## config.mk

```make
export PLATFORM = sky130hd
export DESIGN_NAME = frogger_lane_engine
export DESIGN_NICKNAME = d
export VERILOG_FILES = /design/src/rtl/frogger_lane_engine.sv
export SDC_FILE = /design/constraint.sdc
export NUM_CORES = 1
export LEC_CHECK = 0
export CAP_MARGIN = 10
export CORE_MARGIN = 5
export CORE_UTILIZATION = 52
export CTS_BUF_LIST = sky130_fd_sc_hd__clkbuf_8
export CTS_CLUSTER_SIZE = 20
export DETAILED_ROUTE_END_ITERATION = 16
export PLACE_DENSITY = 0.75
export SYNTH_ARGS = -nofsm -noshare
export SYNTH_HDL_FRONTEND = slang
export SYNTH_SLANG_ARGS = --single-unit
```

## constraint.sdc

```tcl
create_clock -name clk -period 30.9 [get_ports clk]
set_input_delay 6.18 -clock clk [delete_from_list [all_inputs] [get_ports clk]]
set_output_delay 6.18 -clock clk [all_outputs]
set_load 0.01 [all_outputs]
```

## src/rtl/frogger_lane_engine.sv

```systemverilog
// frogger_lane_engine: scrolling obstacle lanes, player tracking, collision
// detection, lives/score game FSM and a one-cycle pixel query port.
module frogger_lane_engine #(
  parameter int COLS          = 20,
  parameter int LANES         = 13,
  parameter int SPD_W         = 3,
  parameter int LIVES         = 3,
  parameter int SCORE_W       = 4,
  parameter int RESPAWN_TICKS = 4,
  localparam int CW   = $clog2(COLS),
  localparam int RW   = $clog2(LANES + 2),
  localparam int LV_W = $clog2(LIVES + 1)
) (
  input  logic               clk,
  input  logic               reset,
  input  logic               start,
  input  logic               tick,
  input  logic               cfg_we,
  input  logic [RW-1:0]      cfg_lane,
  input  logic [COLS-1:0]    cfg_pattern,
  input  logic               cfg_dir,
  input  logic [SPD_W-1:0]   cfg_div,
  input  logic               mv_up,
  input  logic               mv_down,
  input  logic               mv_left,
  input  logic               mv_right,
  input  logic [CW-1:0]      pix_col,
  input  logic [RW-1:0]      pix_row,
  output logic               pix_obs,
  output logic               pix_player,
  output logic [CW-1:0]      player_col,
  output logic [RW-1:0]      player_row,
  output logic               hit,
  output logic [LV_W-1:0]    lives,
  output logic [SCORE_W-1:0] score,
  output logic [1:0]         state
);

  localparam int RC_W = $clog2(RESPAWN_TICKS + 1);
  localparam logic [CW-1:0] HOME_COL = CW'(COLS / 2);

  typedef enum logic [1:0] {
    S_IDLE    = 2'b00,
    S_PLAY    = 2'b01,
    S_RESPAWN = 2'b10,
    S_OVER    = 2'b11
  } state_t;

  state_t cur_state, nxt_state;

  logic [COLS-1:0]  lane_pat [1:LANES];
  logic             lane_dir [1:LANES];
  logic [SPD_W-1:0] lane_div [1:LANES];
  logic [SPD_W-1:0] lane_cnt [1:LANES];

  logic [RC_W-1:0] resp_cnt;
  logic            resp_last;
  logic            overlap;
  logic            scroll_en;
  logic            move_en;
  logic            collide;
  logic            goal_move;
  logic [CW-1:0]   nxt_col;
  logic [RW-1:0]   nxt_row;

  // Obstacle bit at (row, col); rows outside the lane range and columns past
  // the playfield read as empty so safe rows and blanking never collide.
  function automatic logic lane_bit(input logic [RW-1:0] row, input logic [CW-1:0] col);
    logic b;
    b = 1'b0;
    for (int i = 1; i <= LANES; i++) begin
      if (row == RW'(i) && int'(col) < COLS) b = lane_pat[i][col];
    end
    return b;
  endfunction

  assign overlap   = lane_bit(player_row, player_col);
  assign resp_last = (resp_cnt == RC_W'(RESPAWN_TICKS - 1));
  assign state     = cur_state;

  // Game state register.
  always_ff @(posedge clk or posedge reset) begin
    // NOTE: state elements use non-blocking assignment so every register
    // samples pre-edge values regardless of process ordering.
    if (reset) cur_state <= S_IDLE;
    else       cur_state <= nxt_state;
  end

  // Next-state logic.
  always_comb begin
    // NOTE: default first so no path leaves nxt_state unassigned (no latch).
    nxt_state = cur_state;
    case (cur_state)
      S_IDLE:    if (start) nxt_state = S_PLAY;
      S_PLAY:    if (overlap) nxt_state = (lives == LV_W'(1)) ? S_OVER : S_RESPAWN;
      S_RESPAWN: if (tick && resp_last) nxt_state = S_PLAY;
      S_OVER:    if (!start) nxt_state = S_IDLE;
      default:   nxt_state = S_IDLE;
    endcase
  end

  // FSM outputs: when lanes scroll, when moves count, when a collision fires.
  always_comb begin
    scroll_en = 1'b0;
    move_en   = 1'b0;
    collide   = 1'b0;
    case (cur_state)
      S_PLAY: begin
        scroll_en = 1'b1;
        collide   = overlap;
        move_en   = !overlap;
      end
      S_RESPAWN: scroll_en = 1'b1;
      default: ;
    endcase
  end

  // Move arbitration: opposite pairs cancel, then up > down > left > right,
  // clamped at the field edges; an up move out of the last lane scores.
  always_comb begin
    logic up_e, dn_e, lf_e, rt_e;
    up_e      = mv_up & ~mv_down;
    dn_e      = mv_down & ~mv_up;
    lf_e      = mv_left & ~mv_right;
    rt_e      = mv_right & ~mv_left;
    nxt_col   = player_col;
    nxt_row   = player_row;
    goal_move = 1'b0;
    if (up_e) begin
      if (player_row == RW'(LANES)) goal_move = 1'b1;
      else                          nxt_row = player_row + RW'(1);
    end else if (dn_e) begin
      if (player_row != '0) nxt_row = player_row - RW'(1);
    end else if (lf_e) begin
      if (player_col != '0) nxt_col = player_col - CW'(1);
    end else if (rt_e) begin
      if (player_col != CW'(COLS - 1)) nxt_col = player_col + CW'(1);
    end
  end

  // Lane bitmaps: a configuration write overrides that lane's rotation.
  always_ff @(posedge clk or posedge reset) begin
    // NOTE: the lane store is reset explicitly because its contents are
    // visible through pix_obs and collisions straight out of reset.
    if (reset) begin
      for (int i = 1; i <= LANES; i++) begin
        lane_pat[i] <= '0;
        lane_dir[i] <= 1'b0;
        lane_div[i] <= '0;
        lane_cnt[i] <= '0;
      end
    end else begin
      for (int i = 1; i <= LANES; i++) begin
        if (cfg_we && cfg_lane == RW'(i)) begin
          lane_pat[i] <= cfg_pattern;
          lane_dir[i] <= cfg_dir;
          lane_div[i] <= cfg_div;
          lane_cnt[i] <= '0;
        end else if (scroll_en && tick) begin
          if (lane_cnt[i] == lane_div[i]) begin
            lane_cnt[i] <= '0;
            if (lane_dir[i]) lane_pat[i] <= {lane_pat[i][COLS-2:0], lane_pat[i][COLS-1]};
            else             lane_pat[i] <= {lane_pat[i][0], lane_pat[i][COLS-1:1]};
          end else begin
            lane_cnt[i] <= lane_cnt[i] + SPD_W'(1);
          end
        end
      end
    end
  end

  // Player position, lives, score, respawn timer and hit pulse.
  always_ff @(posedge clk or posedge reset) begin
    if (reset) begin
      player_col <= HOME_COL;
      player_row <= '0;
      lives      <= '0;
      score      <= '0;
      resp_cnt   <= '0;
      hit        <= 1'b0;
    end else begin
      hit <= collide;
      case (cur_state)
        S_IDLE: if (start) begin
          lives      <= LV_W'(LIVES);
          score      <= '0;
          player_col <= HOME_COL;
          player_row <= '0;
        end
        S_PLAY: begin
          if (collide) begin
            lives    <= lives - LV_W'(1);
            resp_cnt <= '0;
          end else if (move_en) begin
            if (goal_move) begin
              if (score != '1) score <= score + SCORE_W'(1);
              player_col <= HOME_COL;
              player_row <= '0;
            end else begin
              player_col <= nxt_col;
              player_row <= nxt_row;
            end
          end
        end
        S_RESPAWN: if (tick) begin
          if (resp_last) begin
            player_col <= HOME_COL;
            player_row <= '0;
          end else begin
            resp_cnt <= resp_cnt + RC_W'(1);
          end
        end
        default: ;
      endcase
    end
  end

  // Registered pixel query for the VGA pipeline.
  always_ff @(posedge clk or posedge reset) begin
    if (reset) begin
      pix_obs    <= 1'b0;
      pix_player <= 1'b0;
    end else begin
      pix_obs    <= lane_bit(pix_row, pix_col);
      pix_player <= (pix_col == player_col) && (pix_row == player_row) && (cur_state != S_OVER);
    end
  end

endmodule

```

== Word-level counts from Yosys, hierarchy flattened ==
Cells that the tools add are included.

* Register bits: 374
* Input port bits: 46
* Output and inout bits: 20
* Logic and storage cells: 487

* $add $sub $neg: 20
* Magnitude comparators: 4
* Eq/ne operators: 82
* Mux-type cells: 216
* Bitwise operators: 8
* Reductions and logical operators: 96

{| class="wikitable"
|+ Operators by type and width
! operator !! count
|-
| $mux 20 || 52
|-
| $bmux 1 s5 || 26
|-
| $mux 3 || 42
|-
| $eq 4x4->1 const B || 18
|-
| $mux 5 || 12
|-
| $mux 1 || 58
|-
| $mux 4 || 14
|-
| $reduce_bool 2->1 || 28
|-
| $eq 4x3->1 const B || 12
|-
| $logic_and 1x1->1 || 43
|-
| $add 3x1->3 const B || 14
|-
| $eq 3x3->1 || 13
|-
| $ne 4x4->1 const B || 7
|-
| $ne 2x2->1 const B || 13
|-
| $reduce_and 2->1 || 13
|-
| $eq 4x2->1 const B || 6
|-
| $pmux 5 s3 || 1
|-
| $eq 4x1->1 const B || 3
|-
| $lt 5x6->1 const B || 2
|-
| $mux 2 || 6
|-
| $pmux 4 s3 || 1
|-
| $reduce_and 11->1 || 1
|-
| $lt 5x5->1 const B || 2
|-
| $reduce_and 9->1 || 1
|-
| other kinds (27) || 38
|}

== Depth between registers and ports, before layout ==
* Depth after elaboration: 20
* Mapped depth: 14
* Gate-level depth less buffers: 11

== Least setup slack after synthesis ==
OpenSTA, ideal clock, no wires.

* Path type: input to register
* Start point: in pix_col[1]
* End point: reg pix_obs
* Setup time: 0.131 ns
* Arrival time: 8.770 ns
* Required time: 30.769 ns
* Setup slack: 21.999 ns
* Stages: 9
* Path buffers: 3
* Path through: clkbuf_1 > clkbuf_1 > clkbuf_1 > mux4_2 > mux4_2 > o311ai_0 > o21ai_0 > a22oi_1 > o22ai_1

* Cells in the longest elaborated chain, start to end: 15
* Elaborated cells on any way between the ends: 53
* Those cells by class: order compare (1); mux (39); reduce/logical (13)

{| class="wikitable"
|+ Ends and longest elaborated chain
! element !! line !! source
|-
| start: declaration || 27 || <nowiki>input logic [CW-1:0] pix_col,</nowiki>
|-
| $bmux 1 s5 / $lt 5x5->1 (equally long branches) || 72 || <nowiki>if (row == RW'(i) && int'(col) < COLS) b = lane_pat[i][col];</nowiki>
|-
| $mux 1 (implied by the code) / $logic_and 1x1->1 (equally long branches) || 72 ||
|-
| $mux 1 (12 in series) || 72 ||
|-
| $mux 1 (*) || 72 ||
|-
| end signal: assignment || 224 || <nowiki>pix_obs <= lane_bit(pix_row, pix_col);</nowiki>
|-
| end: declaration || 29 || <nowiki>output logic pix_obs,</nowiki>
|}

Every way passes the cells marked *; elsewhere a longest branch is shown, timed or not. The select of a mux whose other input is x is not followed.
A chain may end at the register's enable or synchronous reset.

== Worst setup path in the final report ==
* Start point: in pix_col[0]
* End point: reg pix_obs

The elaborated chain is that of the path after synthesis.

==> impl_metrics.yaml <==
route:
  wl_mm: 78.9
  via_count: 22100
  wl_per_cell_microns: 23.2
  drtPass1Iterations: 6
  vias_per_cell: 6.50
  ant_nets: 0
  drc: 0
  drtIter0Drc: 2740
status:
  violations: "capacitance limit, slew limit"
  status: "finished, violations left"
timing:
  fin_crit_sh_pct: 28.5
  fmax_ghz: 0.113
  drv_slew: 1
  setup_tns_ns: 0
  setup_viol: 0
  worstMarginPinSlew_ns: 1.50
  setup_slack_ns: 22.08
  rsz0062_at_grt: "no"
  hold_slack_ns: 0.490
  fin_crit_ns: 8.82
  finalHoldViolCount: 0
  relSlewSlack_pct: -0.112
  skew_ns: 0.0297
worst_setup_path:
  reg2reg_from: "player_col[1]"
  startpoint_type: "input port"
  critPathBufInv: 2
  cp_slowest_stage_delay_ns: 0.64
  crit_family: "buffers and inverters"
  critPathArrivalTime_ns: 9.33
  path_cells: "buf_4 > buf_4 > mux4_2 > mux4_2 > nor3_1 > a211oi_1 > a21oi_1 > a21oi_1 > a22oi_1 > o22ai_1"
  cp_max_fo: 34
  startpoint: "pix_col[0]"
  end_kind: "register"
  crit_cells: 10
  crit_type: "in2reg"
  crit_required_ns: 31.41
  r2r_cells: 9
  critPathSlowestCell: "buf_4"
job:
  drv_cap: 1
synth:
  synth_nets: 2883
  synth_edf_count: 0
  netlist.area_leader.share_pct: 37.0
  synthTopCellsByCount: "nand2_1, dfrtp_1, a21oi_1"
  ys_seq_elements: 374
  ys.flop_type: "dfrtp_1"
  ys_types: 69
  async_reset_ff_share_pct: 100
  yosys.area.top_type: "dfrtp_1"
  syn_area_sq_um: 25200
  avgSynthCellArea_sq_um: 8.96
  synth.most_common_cell: "nand2_1"
  yosys-top-cells-area: "dfrtp_1, mux2i_1, mux4_2, a21oi_1, o21ai_0"
  synth-seq-area-share_pct: 37.2
  yosys_warnings: 0
  syn_inst: 2808
power:
  powerDensity_nw_per_um2: 89.8
  vdd.ir_drop.worst_uv: 44.0
  total_power_w: 0.00246
  leakage_nw: 12.1
placed_design:
  place.gp.congestion: 0.945
  port_buffers: 65
  placed_cell_area_sq_um: 26000
  place_ws_ns: 21.43
  hpwl_mm: 49.1
clock_network:
  ctsResizeCount: 0
  numCtsBuffers: 69
  clockBufferDepth: 3
  h-tree-depth: 3
  cts-root-buf: "clkbuf_8"
  post-cts-setup-buffers: 0
  cts.sinks: 374
  worstSkewPairLatency_ns: 0.64
  cts_tree: "done"
  ctsHoldBuffers: 0
  path_clk_slew_ns: 0.07
floorplan:
  fp.coreArea_sq_um: 47800
  rows: 80
  dieArea_sq_um: 52900
  die_y_microns: 230
  ios: 66
  die_w_microns: 230
  start_util_pct: 52.6
layout:
  multiInputGateArea_sq_um: 14800
  drive_above_1_share_pct: 11.9
  finalInstanceArea_sq_um: 27400
  num-fill-cells: 4086
  syn_to_final_growth_pct: 8.98
  seq_area_sq_um: 9370
  nNetsFinal: 2814
  num_antenna_cells: 0
grt:
  track_usage_pct: 29.3
  antenna_found_initial: 0
  grt_max_degree: 86
  grt_first_pass_wirelength_mm: 123
  grt_overflow: 0
  first_global_vias: 21300
worst_hold_path:
  min_path_cells: 1
  hp-class: "reg2reg"
  worstHoldStart: "resp_cnt[0]"
path summary, 6_finish.rpt:
path	end	slack (ns)
max	pix_obs	22.08
min	resp_cnt[0]	0.49
max reg2reg	player_row[0]	25.73
min reg2reg	resp_cnt[0]	0.49
max in group asynchronous	lane_pat[107]	22.46
min in group asynchronous	lane_div[23]	6.02
worst register-to-register path, delay by kind of cell (launching register included):
kind            cells  cell delay [ns]
flops               1             1.02
compound gates      4             1.87
buf+inv             2             1.28
mux                 2             0.57
simple gates        1             0.31
power by group:
group / switching (W) / internal (W)
Sequential: 0.000288 / 0.000670
Combinational: 0.000546 / 0.000467
Clock: 0.000220 / 0.000272
per-stage QoR:
step | cells | utilization, %
CTS | 3404 | 57.3
global placement | 3283 | 54.4
detailed placement | 3283 | 54.4
global route | 3404 | 57.3
finish | 3404 | 57.3
floorplan | 2808 | -
layer usage:
metal / track usage [%] / vias up / part of all wire (%)
li1: - / 9868 / -
met3: 8.15 / 301 / 12
met4: 13.5 / 0 / 5.6
met2: 44.6 / 1247 / 44
met1: 39.1 / 10700 / 39
met5: 0 / - / 0
cells by family (layout without fill, tap and decap cells):
logic type / Yosys count / count (layout) / synth area share (%)
AO/OA/AOI/OAI: 729 / 729 / 15.5
XOR/XNOR: 52 / 52 / 1.81
adder cells (fa/ha/maj): 29 / 29 / 1.47
buffers and inverters: 275 / 256 / 4.56
flip-flops: 374 / 374 / 37.2
multiplexers: 477 / 477 / 24.8
AND/OR/NAND/NOR: 872 / 872 / 14.7
cell usage in the layout, fill, tap and decap left out, types with 5 or more instances in the layout:
cell	synthesis	final
nor2_4	1	9
nand3_1	30	30
nor2_1	323	313
a21oi_2	0	13
xor2_1	42	42
nor3_1	39	36
o31ai_1	8	8
mux4_2	102	102
nand2_1	381	380
buf_4	7	49
inv_1	23	41
o21ai_0	304	304
nand2b_1	8	8
or2_2	5	5
ha_1	28	28
clkbuf_8	0	88
nand4_1	13	13
a31oi_1	11	11
nor4b_1	14	14
o211ai_1	7	7
clkdlybuf4s50_1	0	62
a21oi_1	334	321
nand3b_1	21	21
a22oi_1	20	20
mux4_1	9	9
xnor2_1	10	10
dfrtp_1	372	370
mux2i_1	330	330
nor2b_1	13	13
clkinv_2	0	8
o22ai_1	5	5
mux2_2	36	36
final cells by class:
| cell class | instances | area share [%] |
|---|---|---|
| Multi-Input combinational cell | 2159 | 53.9 |
| Inverter | 23 | 0.342 |
| Clock buffer | 88 | 4.42 |
| Sequential cell | 374 | 34.2 |
| Clock inverter | 33 | 0.739 |
| Tap cell | 615 | 2.81 |
| Timing Repair Buffer | 112 | 3.62 |
registers in the layout, indices dropped and copies added, names as in the netlist, 3 cells and up:
register,cells
lane_cnt,39
lane_dir,13
lane_div,39
lane_pat,260
player_col,5
player_row,4
resp_cnt,3
score,4
Note: power is estimated with default switching activity, not from simulation.
